`src/rtl/uart_pkg.sv`:
```
`default_nettype none
// ============================================================================
//  Module      : uart_pkg
//  Description : Shared definitions for the report UART: FSM state encoding,
//                frame geometry and the bit-period derivation.
//  Revision    : 1.0 - initial release
// ============================================================================
package uart_pkg;

    // Transmitter FSM encoding (2-bit, kept as plain constants).
    localparam logic [1:0] ST_IDLE  = 2'd0;
    localparam logic [1:0] ST_START = 2'd1;
    localparam logic [1:0] ST_DATA  = 2'd2;
    localparam logic [1:0] ST_STOP  = 2'd3;

    localparam int DATA_BITS = 8;

    // Clocks per serial bit; integer truncation (868 at 100 MHz / 115200).
    function automatic int calc_bit_cycles(input int clk_hz, input int baud);
        return clk_hz / baud;
    endfunction

endpackage
`default_nettype wire

```
`src/rtl/sync_fifo.sv`:
```
`default_nettype none
// ============================================================================
//  Module      : sync_fifo
//  Description : Single-clock FIFO with an occupancy counter. Pushes while
//                full and pops while empty are ignored. Read data is the
//                head entry, presented combinationally.
//  Ports       : clk, rst_n (sync, active low), push/push_data,
//                pop/pop_data, full, empty, count (0..DEPTH)
//  Revision    : 1.0 - initial release
// ============================================================================
module sync_fifo #(
    parameter int WIDTH = 8,
    parameter int DEPTH = 16
) (
    input  logic                       clk,
    input  logic                       rst_n,
    input  logic                       push,
    input  logic [WIDTH-1:0]           push_data,
    input  logic                       pop,
    output logic [WIDTH-1:0]           pop_data,
    output logic                       full,
    output logic                       empty,
    output logic [$clog2(DEPTH):0]     count
);

    localparam int AW = $clog2(DEPTH);

    logic [WIDTH-1:0] mem [DEPTH];
    logic [AW-1:0]    wr_ptr;
    logic [AW-1:0]    rd_ptr;
    logic [AW:0]      cnt;
    logic             do_push;
    logic             do_pop;

    assign full     = (cnt == (AW+1)'(DEPTH));
    assign empty    = (cnt == '0);
    assign count    = cnt;
    assign do_push  = push && !full;
    assign do_pop   = pop && !empty;
    assign pop_data = mem[rd_ptr];

    // DEPTH is a power of two, so the pointers wrap on natural overflow.
    always_ff @(posedge clk) begin
        if (!rst_n) begin
            wr_ptr <= '0;
            rd_ptr <= '0;
            cnt    <= '0;
        end else begin
            if (do_push) wr_ptr <= wr_ptr + 1'b1;
            if (do_pop)  rd_ptr <= rd_ptr + 1'b1;
            case ({do_push, do_pop})
                2'b10:   cnt <= cnt + 1'b1;
                2'b01:   cnt <= cnt - 1'b1;
                default: cnt <= cnt;
            endcase
        end
    end

    // Storage needs no reset: entries are only read after being written.
    always_ff @(posedge clk) begin
        if (do_push) mem[wr_ptr] <= push_data;
    end

endmodule
`default_nettype wire

```
`src/rtl/uart_report_tx.sv`:
```
`default_nettype none
// ============================================================================
//  Module      : uart_report_tx
//  Description : Buffered 8N1 UART transmitter for status reports. Bytes
//                arrive on a valid/ready port, are queued in sync_fifo and
//                are sent LSB first on tx_usb at BAUD_RATE.
//  Ports       : clk, rst_n (sync, active low)
//                tx_data/tx_valid/tx_ready - byte push port
//                tx_busy    - FIFO non-empty or frame in flight
//                fifo_level - bytes queued (0..FIFO_DEPTH)
//                tx_usb     - serial line, idle high
//  Revision    : 1.0 - initial release
// ============================================================================
module uart_report_tx
    import uart_pkg::*;
#(
    parameter int CLK_FREQ_HZ = 100_000_000,
    parameter int BAUD_RATE   = 115200,
    parameter int FIFO_DEPTH  = 16
) (
    input  logic                          clk,
    input  logic                          rst_n,
    input  logic [7:0]                    tx_data,
    input  logic                          tx_valid,
    output logic                          tx_ready,
    output logic                          tx_busy,
    output logic [$clog2(FIFO_DEPTH):0]   fifo_level,
    output logic                          tx_usb
);

    localparam int BIT_CYCLES = calc_bit_cycles(CLK_FREQ_HZ, BAUD_RATE);
    localparam int TW         = $clog2(BIT_CYCLES + 1);
    localparam logic [TW-1:0] TIMER_LAST = TW'(BIT_CYCLES - 1);

    logic [1:0]    state;
    logic [TW-1:0] timer;
    logic [2:0]    bit_idx;
    logic [7:0]    shift;
    logic          bit_done;

    logic          fifo_full;
    logic          fifo_empty;
    logic          fifo_push;
    logic          fifo_pop;
    logic [7:0]    fifo_dout;

    // Ready is forced low during reset so no byte slips in on the reset edge.
    assign tx_ready  = rst_n && !fifo_full;
    assign fifo_push = tx_valid && tx_ready;
    assign fifo_pop  = (state == ST_IDLE) && !fifo_empty;
    assign bit_done  = (timer == TIMER_LAST);

    // Derived from registers only, so there is no path from tx_valid.
    assign tx_busy   = (state != ST_IDLE) || (fifo_level != '0);

    sync_fifo #(
        .WIDTH (8),
        .DEPTH (FIFO_DEPTH)
    ) u_fifo (
        .clk       (clk),
        .rst_n     (rst_n),
        .push      (fifo_push),
        .push_data (tx_data),
        .pop       (fifo_pop),
        .pop_data  (fifo_dout),
        .full      (fifo_full),
        .empty     (fifo_empty),
        .count     (fifo_level)
    );

    always_ff @(posedge clk) begin
        if (!rst_n) begin
            state   <= ST_IDLE;
            timer   <= '0;
            bit_idx <= '0;
            shift   <= '0;
            tx_usb  <= 1'b1;
        end else begin
            case (state)
                ST_IDLE: begin
                    tx_usb <= 1'b1;
                    timer  <= '0;
                    // The start bit goes out on the same edge as the pop.
                    if (!fifo_empty) begin
                        shift  <= fifo_dout;
                        state  <= ST_START;
                        tx_usb <= 1'b0;
                    end
                end
                ST_START: begin
                    if (bit_done) begin
                        timer   <= '0;
                        bit_idx <= '0;
                        state   <= ST_DATA;
                        tx_usb  <= shift[0];
                    end else begin
                        timer <= timer + 1'b1;
                    end
                end
                ST_DATA: begin
                    if (bit_done) begin
                        timer <= '0;
                        if (bit_idx == 3'(DATA_BITS - 1)) begin
                            state  <= ST_STOP;
                            tx_usb <= 1'b1;
                        end else begin
                            // shift[1] becomes shift[0] on this edge.
                            shift   <= shift >> 1;
                            tx_usb  <= shift[1];
                            bit_idx <= bit_idx + 3'd1;
                        end
                    end else begin
                        timer <= timer + 1'b1;
                    end
                end
                ST_STOP: begin
                    if (bit_done) begin
                        timer <= '0;
                        state <= ST_IDLE;
                    end else begin
                        timer <= timer + 1'b1;
                    end
                end
                default: begin
                    state  <= ST_IDLE;
                    tx_usb <= 1'b1;
                end
            endcase
        end
    end

endmodule
`default_nettype wire
```
`config.mk`:
```
export PLATFORM = sky130hd
export DESIGN_NAME = uart_report_tx
export DESIGN_NICKNAME = d
export VERILOG_FILES = /design/src/rtl/uart_pkg.sv /design/src/rtl/sync_fifo.sv /design/src/rtl/uart_report_tx.sv
export SDC_FILE = /design/constraint.sdc
export NUM_CORES = 1
export LEC_CHECK = 0
export BUFFER_PORTS_ARGS = -buffer_cell sky130_fd_sc_hd__buf_4
export CORE_ASPECT_RATIO = 0.75
export CORE_UTILIZATION = 40
export DETAILED_ROUTE_END_ITERATION = 6
export HOLD_SLACK_MARGIN = 0.06
export SLEW_MARGIN = 20
export SYNTH_ARGS = -nofsm -noshare
export SYNTH_HDL_FRONTEND = slang
export SYNTH_SLANG_ARGS = --single-unit
```
`constraint.sdc`:
```
create_clock -name clk -period 4.31 [get_ports clk]
set_input_delay 0.862 -clock clk [delete_from_list [all_inputs] [get_ports clk]]
set_output_delay 0.862 -clock clk [all_outputs]
set_load 0.005 [all_outputs]
```
; Word level (Yosys, flattened, before mapping)
; Memory sizes are Yosys's and may differ from the RTL's. A register that Yosys moved wholly into a read port is not among the register bits.
; Index checks and enable logic that the tools add are counted.
[totals]
regBits = 37
latch_bits = 0
ram_bits = 128
romBits = 0
in_bits = 11
output_inout_bits = 8
elab_cells = 76
n_memories = 1
[mem_list]
columns = name, depth, word_bits, read_ports, rd_clocked_by_memory_dff, wr, line_no
row1 = u_fifo.mem, 16, 8, 1, 1, 1, sync_fifo.sv:28  ; logic [WIDTH-1:0] mem [DEPTH];
[op_classes]
addsub = 6
mul = 0
div = 0
order_cmp = 0
eq_ne = 14
n_shift = 0
mux = 26
n_bitwise = 0
n_reduce_logical = 21
[op_table]
columns = operator, count
row1 = 2-to-1 mux 8 bit, 3
row2 = one-hot mux 10 bit (2 select lines), 1
row3 = one-hot mux 8 bit (2 select lines), 1
row4 = "!= test 2 bit, second input constant", 6
row5 = "adder 10 x 1 -> 10 bit, second input constant", 1
row6 = "== test 10 bit, second input constant", 1
row7 = 2-to-1 mux 10 bit, 1
row8 = 2-to-1 mux 2 bit, 5
row9 = one-hot mux 5 bit (2 select lines), 1
row10 = 2-to-1 mux 3 bit, 3
row11 = "adder 4 x 1 -> 4 bit, second input constant", 2
row12 = 2-to-1 mux 4 bit, 2
row13 = one-hot mux 2 bit (4 select lines), 1
row14 = AND reduction 4 bit, 2
row15 = nonzero test 2 bit, 4
row16 = "== test 2 bit, second input constant", 3
row17 = 2-to-1 mux 1 bit, 6
row18 = one-hot mux 3 bit (2 select lines), 1
row19 = "adder 5 x 1 -> 5 bit, second input constant", 1
row20 = "== test 5 bit, second input constant", 1
row21 = logical AND 1 bit, 5
row22 = zero test 5 bit, 1
row23 = AND reduction 5 bit, 1
row24 = nonzero test 5 bit, 1
row25 = 11 further kinds, 13

; Depth between registers and ports, before layout
; Gate-level depths: netlist (run 1).
[logic_depth]
ltp_word = 7
mapped_depth = 13
depth_no_buf = 12

; Modules after synthesis
; Synthesis (run 1) repeated with hierarchy kept, for this count alone.
[unflattened]
hier_cells = 479
area_unflattened_um2 = 7211.9
[by_module_without_submodules]
columns = mod, instances, cells_each, area_each_um2, seq_area_each_um2
row1 = sync_fifo, 1, 331, 5931.9, 4184.0
row2 = uart_report_tx, 1, 148, 1280.0, 480.5

; Worst setup path before layout (run 1)
; OpenSTA, ideal clock, no wires.
[synth_path]
kind = reg-to-reg
from = register u_fifo.cnt[1], in the netlist u_fifo.count[1]
to = register u_fifo.cnt[4], in the netlist u_fifo.count[4]
setup_time_ps = 71
arrival_ps = 2885
required_time_ps = 4239
path_slack_ps = 1355
stages_incl_launch_ff = 14
path_buffers = 2
synth_period_minus_slack_ps = 2955
cell_sequence = dfxtp_1 -> buf_6 -> or4_4 -> o211a_1 -> buf_2 -> inv_1 -> ha_1 -> xor2_1 -> ha_1 -> a211o_1 -> a21oi_1 -> a221oi_1 -> or3_1 -> a21oi_1
[synth_via]
elab_chain_len = 7
word_cells_on_any_way = 15
classes_between = add/sub (2) / eq/ne (3) / mux (1) / reduce/logical (9)
[synth_rtl]
columns = element, line_no
row1 = start: declaration, sync_fifo.sv:31  ; logic [AW:0] cnt;
row2 = start signal: assignment, sync_fifo.sv:52  ; 2'b10: cnt <= cnt + 1'b1;
row3 = start signal: assignment, sync_fifo.sv:53  ; 2'b01: cnt <= cnt - 1'b1;
row4 = start signal: assignment, sync_fifo.sv:54  ; default: cnt <= cnt;
row5 = == test 5 bit, sync_fifo.sv:35  ; assign full = (cnt == (AW+1)'(DEPTH));
row6 = zero test 1 bit, "sync_fifo.sv:38, uart_report_tx.sv:48"
row7 = logical AND 1 bit, uart_report_tx.sv:48  ; assign tx_ready = rst_n && !fifo_full;
row8 = logical AND 1 bit, uart_report_tx.sv:49  ; assign fifo_push = tx_valid && tx_ready;
row9 = logical AND 1 bit, sync_fifo.sv:38  ; assign do_push = push && !full;
row10 = == test 2 x 1 -> 1 bit / == test 2 bit (equally long branches), sync_fifo.sv:51  ; case ({do_push, do_pop})
row11 = one-hot mux 5 bit (2 select lines) / nonzero test 2 bit (equally long branches), n/a
; Several ways; a longest one is shown, not always the timed one.
; A chain may end at the register's enable or synchronous reset.

; Final worst setup path (run 1)
; Ends and elaborated chain as after synthesis.

==> results of run 1 <==
[critical path, stage by stage, from the launching register on]
cell and delay (ps):
dfxtp_1 400, or4_4 590, o211a_1 350, inv_1 150, ha_1 340, xor2_1 130, ha_1 230, a211o_1 270
a21oi_1 140, a221oi_1 70, or3_1 320, a21oi_1 140
[sequential cells by signal, indices dropped and copies added (netlist names), named ones only]
name           flops
u_fifo.mem       128
timer             10
shift              8
u_fifo.count       5
u_fifo.rd_ptr      4
u_fifo.wr_ptr      4
bit_idx            3
state              2
tx_usb             1
[cell families (layout without fill, tap and decap cells)]
family                   Yosys count  after routing  synth area share, %
flip-flops                       169            169                66.11
AND/OR/NAND/NOR                  139            139                10.25
AO/OA/AOI/OAI                     54             54                5.551
multiplexers                      44             44                10.69
buffers and inverters             31             64                2.146
XOR/XNOR                          18             18                2.234
adder cells (fa/ha/maj)           17             17                3.015
[worst min path at each step]
stage                     to  slack (ps)  cells past startpoint
floorplan           timer[0]         430                      1
global placement    timer[0]         450                      1
detailed placement    tx_usb         460                      1
CTS                 shift[7]         460                      2
global route        shift[7]         490                      2
finish              shift[7]         460                      2
[cell usage after synthesis (all sizes together) (5+ instances only)]
cell type	count	area, sq um
nor2	35	131.4
xor2	10	87.58
inv	11	41.29
mux2i	18	180.2
buf	12	80.07
a21oi	16	80.08
nand2b	10	62.56
ha	17	212.7
a22oi	8	60.06
edfxtp	128	3844
clkbuf	8	30.03
nand3	5	25.02
and3	9	56.30
nand4	9	56.30
xnor2	8	70.07
o21ai	6	30.02
nor3	10	50.05
a221oi	8	70.07
mux4	25	563.0
nand2	29	108.9
dfxtp	41	820.8
and2	16	100.1
or3	5	36.28
[metrics by stage]
step,power [mW],cells,hold slack (ps)
after floorplan,2.852,472,430.2
after global placement,3.096,709,446.9
after detailed placement,3.139,709,455.5
after CTS,4.720,741,463.8
after global routing,4.919,741,492.3
final,4.678,741,461.0
[power breakdown]
group	switching (mW)	internal (mW)
Sequential	0.144	1.84
Combinational	0.597	0.513
Clock	0.655	0.926
[metal layers]
metal  global-route usage [%]  vias to the layer above
li1                         -                     1838
met1                    24.06                     1942
met2                    25.83                       81
met3                    4.750                        6
met4                    4.706                        0
met5                        0                        -
[area by class of cell]
class / instances / area share, %
clock buffers: 17 / 5.307
clock inverters: 15 / 2.372
inverters: 11 / 0.5151
multi-input cells: 272 / 27.94
flip-flops and latches: 169 / 58.22
well taps: 236 / 3.683
repair buffers: 21 / 1.967
==> results by group, run 1 <==
Clock tree
  • CTS sink cnt: approximately 170
  • Clock Path Buffers: 2
  • CTS resizes: 0
  • Number of buffers added for setup after CTS: 0
  • Num CTS Buffers: 17
  • Number of H-tree levels: 4
  • Hold_buf cts: 0
  • Root Buffer: clkbuf_16
  • Clock-pin slew on the worst setup and hold paths: 70 ps
  • Worst-Skew Late Latency: ~430 ps
  • TritonCTS clock tree: done

Place
  • Dpl hpwl: approximately 9300 um
  • Place WS: between 1000 and 1500 ps
  • Final Wtd Congestion: between 0.7 and 0.8
  • Placed Instance Area: roughly 7400 sq um
  • Port Buffers: 18

STA
  • Post-route minimum period: roughly 3200 ps
  • Slew Viols, Final: 0
  • Final hold violations: 0
  • Setup-failing EPs final: 0
  • RSZ-0062 raised after global routing: no
  • Final worst-path cycle share: about three quarters
  • Worst slew pin tran: around 930 ps
  • Fmax: roughly 310 MHz
  • Slew headroom: between 30% and 40%
  • Setup WS post-layout: about 1100 ps
  • Setup TNS: 0 ps
  • Final Skew: about 10 ps

Worst setup path
  • FF-to-FF path depth: 11
  • Worst EP required: between 4000 and 5000 ps
  • Data arrival, critical path: 3530 ps
  • Kind of critical path: reg -> reg
  • Worst setup EP type: flip-flop
  • Crit-path max FO: 10
  • Critical path origin: u_fifo.count[1]
  • CP startpoint kind: flip-flop
  • RR Startpoint: u_fifo.count[1]
  • R2r endpoint: u_fifo.count[4]
  • CP Capture Point: u_fifo.count[4]
  • R2R Setup Slk: between 1000 and 1500 ps

Final layout
  • Commonest non-fill, non-tap cell in the layout: edfxtp_1
  • Final Util: 47.07%
  • Area grow syn2layout: 13.62%
  • Sequential cell area: roughly 4700 sq um
  • Fill cell count: 1517
  • Final Net Count: between 500 and 600
  • Cell area after layout: about 8000 sq um
  • Area of the multi-input gates: around 2200 sq um
  • Share of cells above drive strength 1: around 17%
  • Most frequent cells in the layout: edfxtp_1, dfxtp_1, nor2_1
  • ANT cells: 0

Floorplan
  • Initial Util: 41.43%
  • Die width: between 150 and 200 um
  • Core area: 17030 sq um
  • Row cnt: 41
  • I/O pins: 19
  • Full die area: between 15000 and 20000 sq um
  • Die H: roughly 120 um

Synth
  • Cell area after synthesis: 7056 sq um
  • Syn nets: 500
  • Synthesized area per cell: between 10 and 15 sq um
  • Yosys warns: 0
  • Distinct cells, synth: 48
  • Synth Flop Type: edfxtp_1
  • Synthesized flop and latch total: around 170
  • Synth Instances: 472
  • Number of synthesized flops with an enable pin: 128
  • Sequential-to-total area share from yosys stat: 66.11%
  • Async SR Flop Fraction: 0%

Pwr
  • Lkg Pwr: approximately 2.7 nW
  • Peak supply drop: ~0.00026 V
  • PwrDens: around 580 nW/um^2

Drt
  • First-pass DRT Iterations: 4
  • Top Metal Used: met4
  • Routed Antenna Nets: 0
  • Metal2 WL: roughly 6500 um
  • DR vias/cell: 5.219
  • DRT Wirelength: roughly 14000 um
  • DRC errors left: 0
  • WL met3: slightly above 900 um
  • WL met1: around 6500 um
  • WL per Instance: between 15 and 20 um
  • DR vias: between 3000 and 4000
  • Starting DRT DRC Count: between 300 and 400

Run
  • Max cap viols: 0

Global routing
  • First-pass GRT wire length: between 20000 and 25000 um
  • Global route overflow: 0
  • Largest net degree at the start of global routing: 30
  • Total GRT Usage: ~17%
  • Antenna violations before repair: 0
  • Vias in the first global route: around 3900

Min path
  • Hold Startpoint: shift[7]
  • Hold crit path type: reg -> reg

Outcome
  • Status: completed
(Power assumes the default switching activity.)
==> run 2: changes to the inputs <==
clock period = 2.6 ns   (was 4.31 ns; I/O delays follow)
==> results by group, run 2 (synthesized netlist as in run 1, its figures left out) <==
Worst setup path
  • Data arrival, critical path: about 3000 ps
  • R2R Setup Slk: -70 ps
  • FF-to-FF path depth: 11
  • CP Capture Point: u_fifo.count[4]
  • Worst setup EP type: flip-flop
  • R2r endpoint: u_fifo.count[4]
  • Crit-path max FO: 3
  • Critical path origin: u_fifo.count[1]
  • RR Startpoint: u_fifo.count[1]
  • CP startpoint kind: flip-flop
  • Worst EP required: around 3000 ps
  • Kind of critical path: reg -> reg

Place
  • Cell count after placement: about 720
  • Final Wtd Congestion: 0.7502
  • Dpl hpwl: roughly 9400 um
  • Placed Instance Area: about 7500 sq um
  • Port Buffers: 18

Floorplan
  • Row cnt: 41
  • Die width: 155.4 um
  • Core area: between 15000 and 20000 sq um
  • Die H: around 120 um
  • Full die area: between 15000 and 20000 sq um
  • I/O pins: 19
  • Initial Util: between 40 and 50%

Global routing
  • Total GRT Usage: between 10% and 20%
  • Antenna violations before repair: 0
  • Global route overflow: 0
  • Largest net degree at the start of global routing: 26
  • Vias in the first global route: 3787
  • First-pass GRT wire length: 21860 um

STA
  • Final worst-path cycle share: 102.8%
  • RSZ-0062 raised after global routing: yes
  • Worst slew pin tran: 661.0 ps
  • Setup TNS: -73.01 ps
  • Setup-failing EPs final: 1
  • Slew headroom: 55.77%
  • Hold WS: between 300 and 400 ps
  • Post-route minimum period: roughly 2700 ps
  • Slew Viols, Final: 0
  • Setup WS post-layout: -73.01 ps
  • Fmax: 374.1 MHz
  • Final Skew: slightly below 9 ps
  • Final hold violations: 0

Drt
  • DR vias: roughly 4000
  • First-pass DRT Iterations: 4
  • Routed Antenna Nets: 0
  • WL per Instance: ~19 um
  • DRT Wirelength: between 10000 and 15000 um
  • DR vias/cell: 5.218
  • DRC errors left: 0
  • Starting DRT DRC Count: about 320

Clock tree
  • Root Buffer: clkbuf_16
  • Worst-Skew Late Latency: 420 ps
  • Clock Path Buffers: 2
  • CTS sink cnt: ~170
  • Clock-pin slew on the worst setup and hold paths: 70 ps
  • Number of H-tree levels: 4
  • Hold_buf cts: 0
  • TritonCTS clock tree: done
  • Num CTS Buffers: 17

Final layout
  • Top flop regs: u_fifo.mem: 128 flops, timer: 10 flops, shift: 8 flops
  • Commonest non-fill, non-tap cell in the layout: edfxtp_1
  • Largest register FFs: roughly 130
  • ANT cells: 0
  • Share of cells above drive strength 1: a little over a fifth
  • Final Net Count: around 540
  • Area grow syn2layout: 15.53%
  • Most frequent cells in the layout: edfxtp_1, dfxtp_1, buf_4
  • Cell area after layout: 8152 sq um
  • Non-Filler Instances: around 760
  • Most flops, register: u_fifo.mem
  • Fill cell count: around 1500

Outcome
  • Status: finished with violations
  • Failing checks: negative setup slack

Min path
  • Hold crit path type: in -> reg

Pwr
  • Tot Pwr: approximately 8 mW
  • Peak supply drop: a little under 0.0005 V
  • Lkg Pwr: 2.714 nW
  • PwrDens: 953.4 nW/um^2

Run
  • Max cap viols: 0
==> run 2: changes by cell type in the layout (fill, tap and decap cells not counted), sizes merged <==
cell and delta:
buf +16, clkinvlp +1, clkinv -3, inv +2, bufinv -2, clkbuf +1
==> run 2: through the flow <==
step,setup slack [ps],utilization (%)
floorplan,-126.1,-
detailed placement,-9.123,44.24
global placement,55.68,44.24
CTS,4.982,47.69
global route,-173.4,47.86
finish,-73.01,47.86
==> run 2: layout make-up <==
type | count | area (sq um) | share of cell area [%]
Inverter | 11 | 43.79 | 0.5372
Sequential cell | 169 | 4668 | 57.27
Timing Repair Buffer | 37 | 277.8 | 3.408
Clock inverter | 13 | 131.4 | 1.612
Multi-Input combinational cell | 272 | 2306 | 28.29
Clock buffer | 18 | 429.2 | 5.265
Tap cell | 236 | 295.3 | 3.622
==> run 2: repair_timing <==
action                                  in CTS  in global routing
setup buffers                                0                  1
gates resized for setup                      3                  6
endpoints found under the setup margin       1                  1
pin swaps                                    3                  7
==> run 2: power breakdown <==
part	internal (mW)	switching (mW)
logic	0.998	1.18
clock network	1.34	1.07
registers	3.06	0.133
total	5.39	2.38
==> run 2: worst max-delay path: stages, from the launching register on <==
cell and delay (ps):
dfxtp_2 320, or4_4 560, o211a_4 290, inv_4 70, ha_4 130, xor2_1 70
ha_2 190, a211o_1 290, a21oi_2 140, a221oi_2 50, or3_1 360, a21oi_2 140
==> run 2: layer usage <==
metal	track usage [%]	vias up	part of all wire (%)
met1	24.85	1986	51
met5	0	-	0
li1	-	1866	-
met2	24.01	74	43
met4	5.817	0	1.6
met3	4.197	19	3.9
==> run 2: worst min path at each step <==
stage / from / to / slack, ps / depth (start not counted)
5_1_grt: rst_n / u_fifo.count[3] / 360 / 3
3_5_place_dp: shift[7] / shift[7] / 450 / 2
3_3_place_gp: timer[0] / timer[0] / 440 / 1
6_report: rst_n / u_fifo.count[3] / 360 / 3
2_1_floorplan: timer[0] / timer[0] / 430 / 1
4_1_cts: rst_n / u_fifo.count[3] / 340 / 3
==> run 3: changes to the inputs <==
REMOVE_ABC_BUFFERS = 1   (was unset)
==> results by group, run 3 (synthesized netlist as in run 1, its figures left out) <==
Outcome
  • Status: completed

Clock tree
  • Root Buffer: clkbuf_16
  • Clock Path Buffers: 2
  • Num CTS Buffers: 17
  • Worst-Skew Late Latency: between 400 and 500 ps
  • Number of H-tree levels: 4
  • TritonCTS clock tree: done
  • Hold_buf cts: 0
  • Number of buffers added for setup after CTS: 0
  • CTS sink cnt: between 150 and 200
  • Clock-pin slew on the worst setup and hold paths: roughly 60 ps

Pwr
  • Switching share of power: slightly below 30%
  • Lkg Pwr: 2.750 nW
  • Peak supply drop: between 0.0005 and 0.0006 V
  • Reg power frac: between 40% and 50%
  • P_int: ~5.6 mW
  • PwrDens: between 900 and 1000 nW/um^2
  • Switching power: 2.346 mW
  • Logic gate share of total power: between 20% and 30%
  • Clock power frac: between 30% and 40%

Drt
  • DR vias: a little under 4000
  • WL per Instance: between 15 and 20 um
  • Routed Antenna Nets: 0
  • Starting DRT DRC Count: ~240
  • First-pass DRT Iterations: 4
  • DR vias/cell: just over 5
  • DRT Wirelength: 14210 um
  • DRC errors left: 0

Final layout
  • Final Net Count: around 540
  • ANT cells: 0
  • Area grow syn2layout: 15.98%
  • Final Util: 48.05%
  • Cell area after layout: just over 8000 sq um
  • Area of the multi-input gates: 2276 sq um
  • Top flop regs: u_fifo.mem: 128 flops, timer: 10 flops, shift: 8 flops
  • Commonest non-fill, non-tap cell in the layout: edfxtp_1
  • Most frequent cells in the layout: edfxtp_1, dfxtp_1, buf_4
  • Largest register FFs: between 100 and 150
  • Sequential cell area: between 4000 and 5000 sq um
  • Non-Filler Instances: about 760
  • Fill cell count: around 1500
  • Most flops, register: u_fifo.mem
  • Share of cells above drive strength 1: 20.84%

Min path
  • Worst hold stages: 3
  • Hold crit path type: in -> reg
  • Worst-case hold path end point: u_fifo.count[3]
  • Hold Startpoint: rst_n

Place
  • Port Buffers: 18
  • Final Wtd Congestion: about 0.78
  • Placed Instance Area: about 7500 sq um
  • Dpl hpwl: around 9400 um
  • Place WS: -63.52 ps
  • Cell count after placement: around 730

Floorplan
  • Row cnt: between 40 and 50
  • Die H: 117.0 um
  • Full die area: 18180 sq um
  • Initial Util: between 40% and 50%
  • Die width: ~160 um
  • I/O pins: 19
  • Core area: between 15000 and 20000 sq um

STA
  • Setup-failing EPs final: 0
  • Worst slew pin tran: 683.2 ps
  • Slew Viols, Final: 0
  • RSZ-0062 raised after global routing: yes
  • Fmax: around 380 MHz
  • Post-route minimum period: roughly 2600 ps
  • Setup TNS: 0 ps
  • Final worst-path cycle share: 99.93%
  • Slew headroom: ~54%
  • Final hold violations: 0
  • Final Skew: 9.853 ps
  • Setup WS post-layout: 1.807 ps

Worst setup path
  • Bufs and invs on worst path: 1
  • FF-to-FF path depth: 11
  • CP startpoint kind: flip-flop
  • RR Startpoint: u_fifo.count[3]
  • Worst setup EP type: flip-flop
  • Kind of critical path: reg -> reg
  • Crit-path max FO: 3
  • R2r endpoint: u_fifo.count[4]
  • Slowest CP cell: or4_4
  • CP cell instances: or4_4 -> o211a_1 -> inv_2 -> ha_4 -> xor2_1 -> ha_2 -> a211o_1 -> a21oi_2 -> a221oi_2 -> or3_1 -> a21oi_1
  • Critical path's top delay family: simple AND/OR/NAND/NOR gates
  • R2R Setup Slk: roughly 1.8 ps
  • Critical Path Max Stage Delay: approximately 560 ps
  • Data arrival, critical path: a little under 3000 ps
  • Worst EP required: 2970 ps

Run
  • Max cap viols: 0

Global routing
  • Antenna violations before repair: 0
  • Largest net degree at the start of global routing: 26
  • Vias in the first global route: 3948
  • First-pass GRT wire length: about 22000 um
  • Total GRT Usage: 17.08%
  • Global route overflow: 0
==> run 3: metrics by stage <==
stage	power, mW	hold slack, ps
floorplan	4.676	430.2
global placement	5.320	446.8
detailed placement	5.358	452.4
CTS	7.946	326.0
global route	8.325	338.8
finish	7.939	341.0
==> run 3: timing repair <==
item                                    in CTS  in global routing
endpoints found under the setup margin       1                  1
resized for setup                            6                  5
pin swaps                                    4                  2
==> run 3: layer usage <==
layer,share of wire (%),track usage (%),vias up
li1,-,-,1868
met1,51,24.41,1978
met2,45,25.83,63
met3,3.4,3.976,20
met4,1.4,5.817,0
met5,0,0,-
==> run 3: worst max-delay path by stage <==
stage          cells past startpoint         endpoint            start  slack [ps]
6_report                          11  u_fifo.count[4]  u_fifo.count[3]           2
5_1_grt                           11  u_fifo.count[4]  u_fifo.count[3]         -70
4_1_cts                           11  u_fifo.count[4]  u_fifo.count[3]          10
3_5_place_dp                      11  u_fifo.count[4]  u_fifo.count[0]         -60
3_3_place_gp                      11  u_fifo.count[4]  u_fifo.count[0]         -40
2_1_floorplan                     11  u_fifo.count[4]  u_fifo.count[1]        -290
==> run 3: final cells by class <==
type / instances / share of cell area (%)
Inverter: 11 / 0.5046
Tap cell: 236 / 3.609
Multi-Input combinational cell: 272 / 27.81
Sequential cell: 169 / 57.03
Clock buffer: 18 / 5.245
Timing Repair Buffer: 39 / 3.731
Clock inverter: 14 / 2.064
==> run 3: power groups by stage <==
stage | Sequential, mW | Combinational, mW | Clock [mW]
after global routing | 3.25 | 2.36 | 2.72
after CTS | 3.22 | 2.12 | 2.61
after detailed placement | 3.27 | 2.08 | 0
after global placement | 3.27 | 2.05 | 0
final | 3.22 | 2.14 | 2.58
after floorplan | 3.32 | 1.36 | 0
==> run 3: tightest hold or removal path: stages <==
cell     delay (ps)
buf_4            90
nand3_1          70
o31ai_1          60
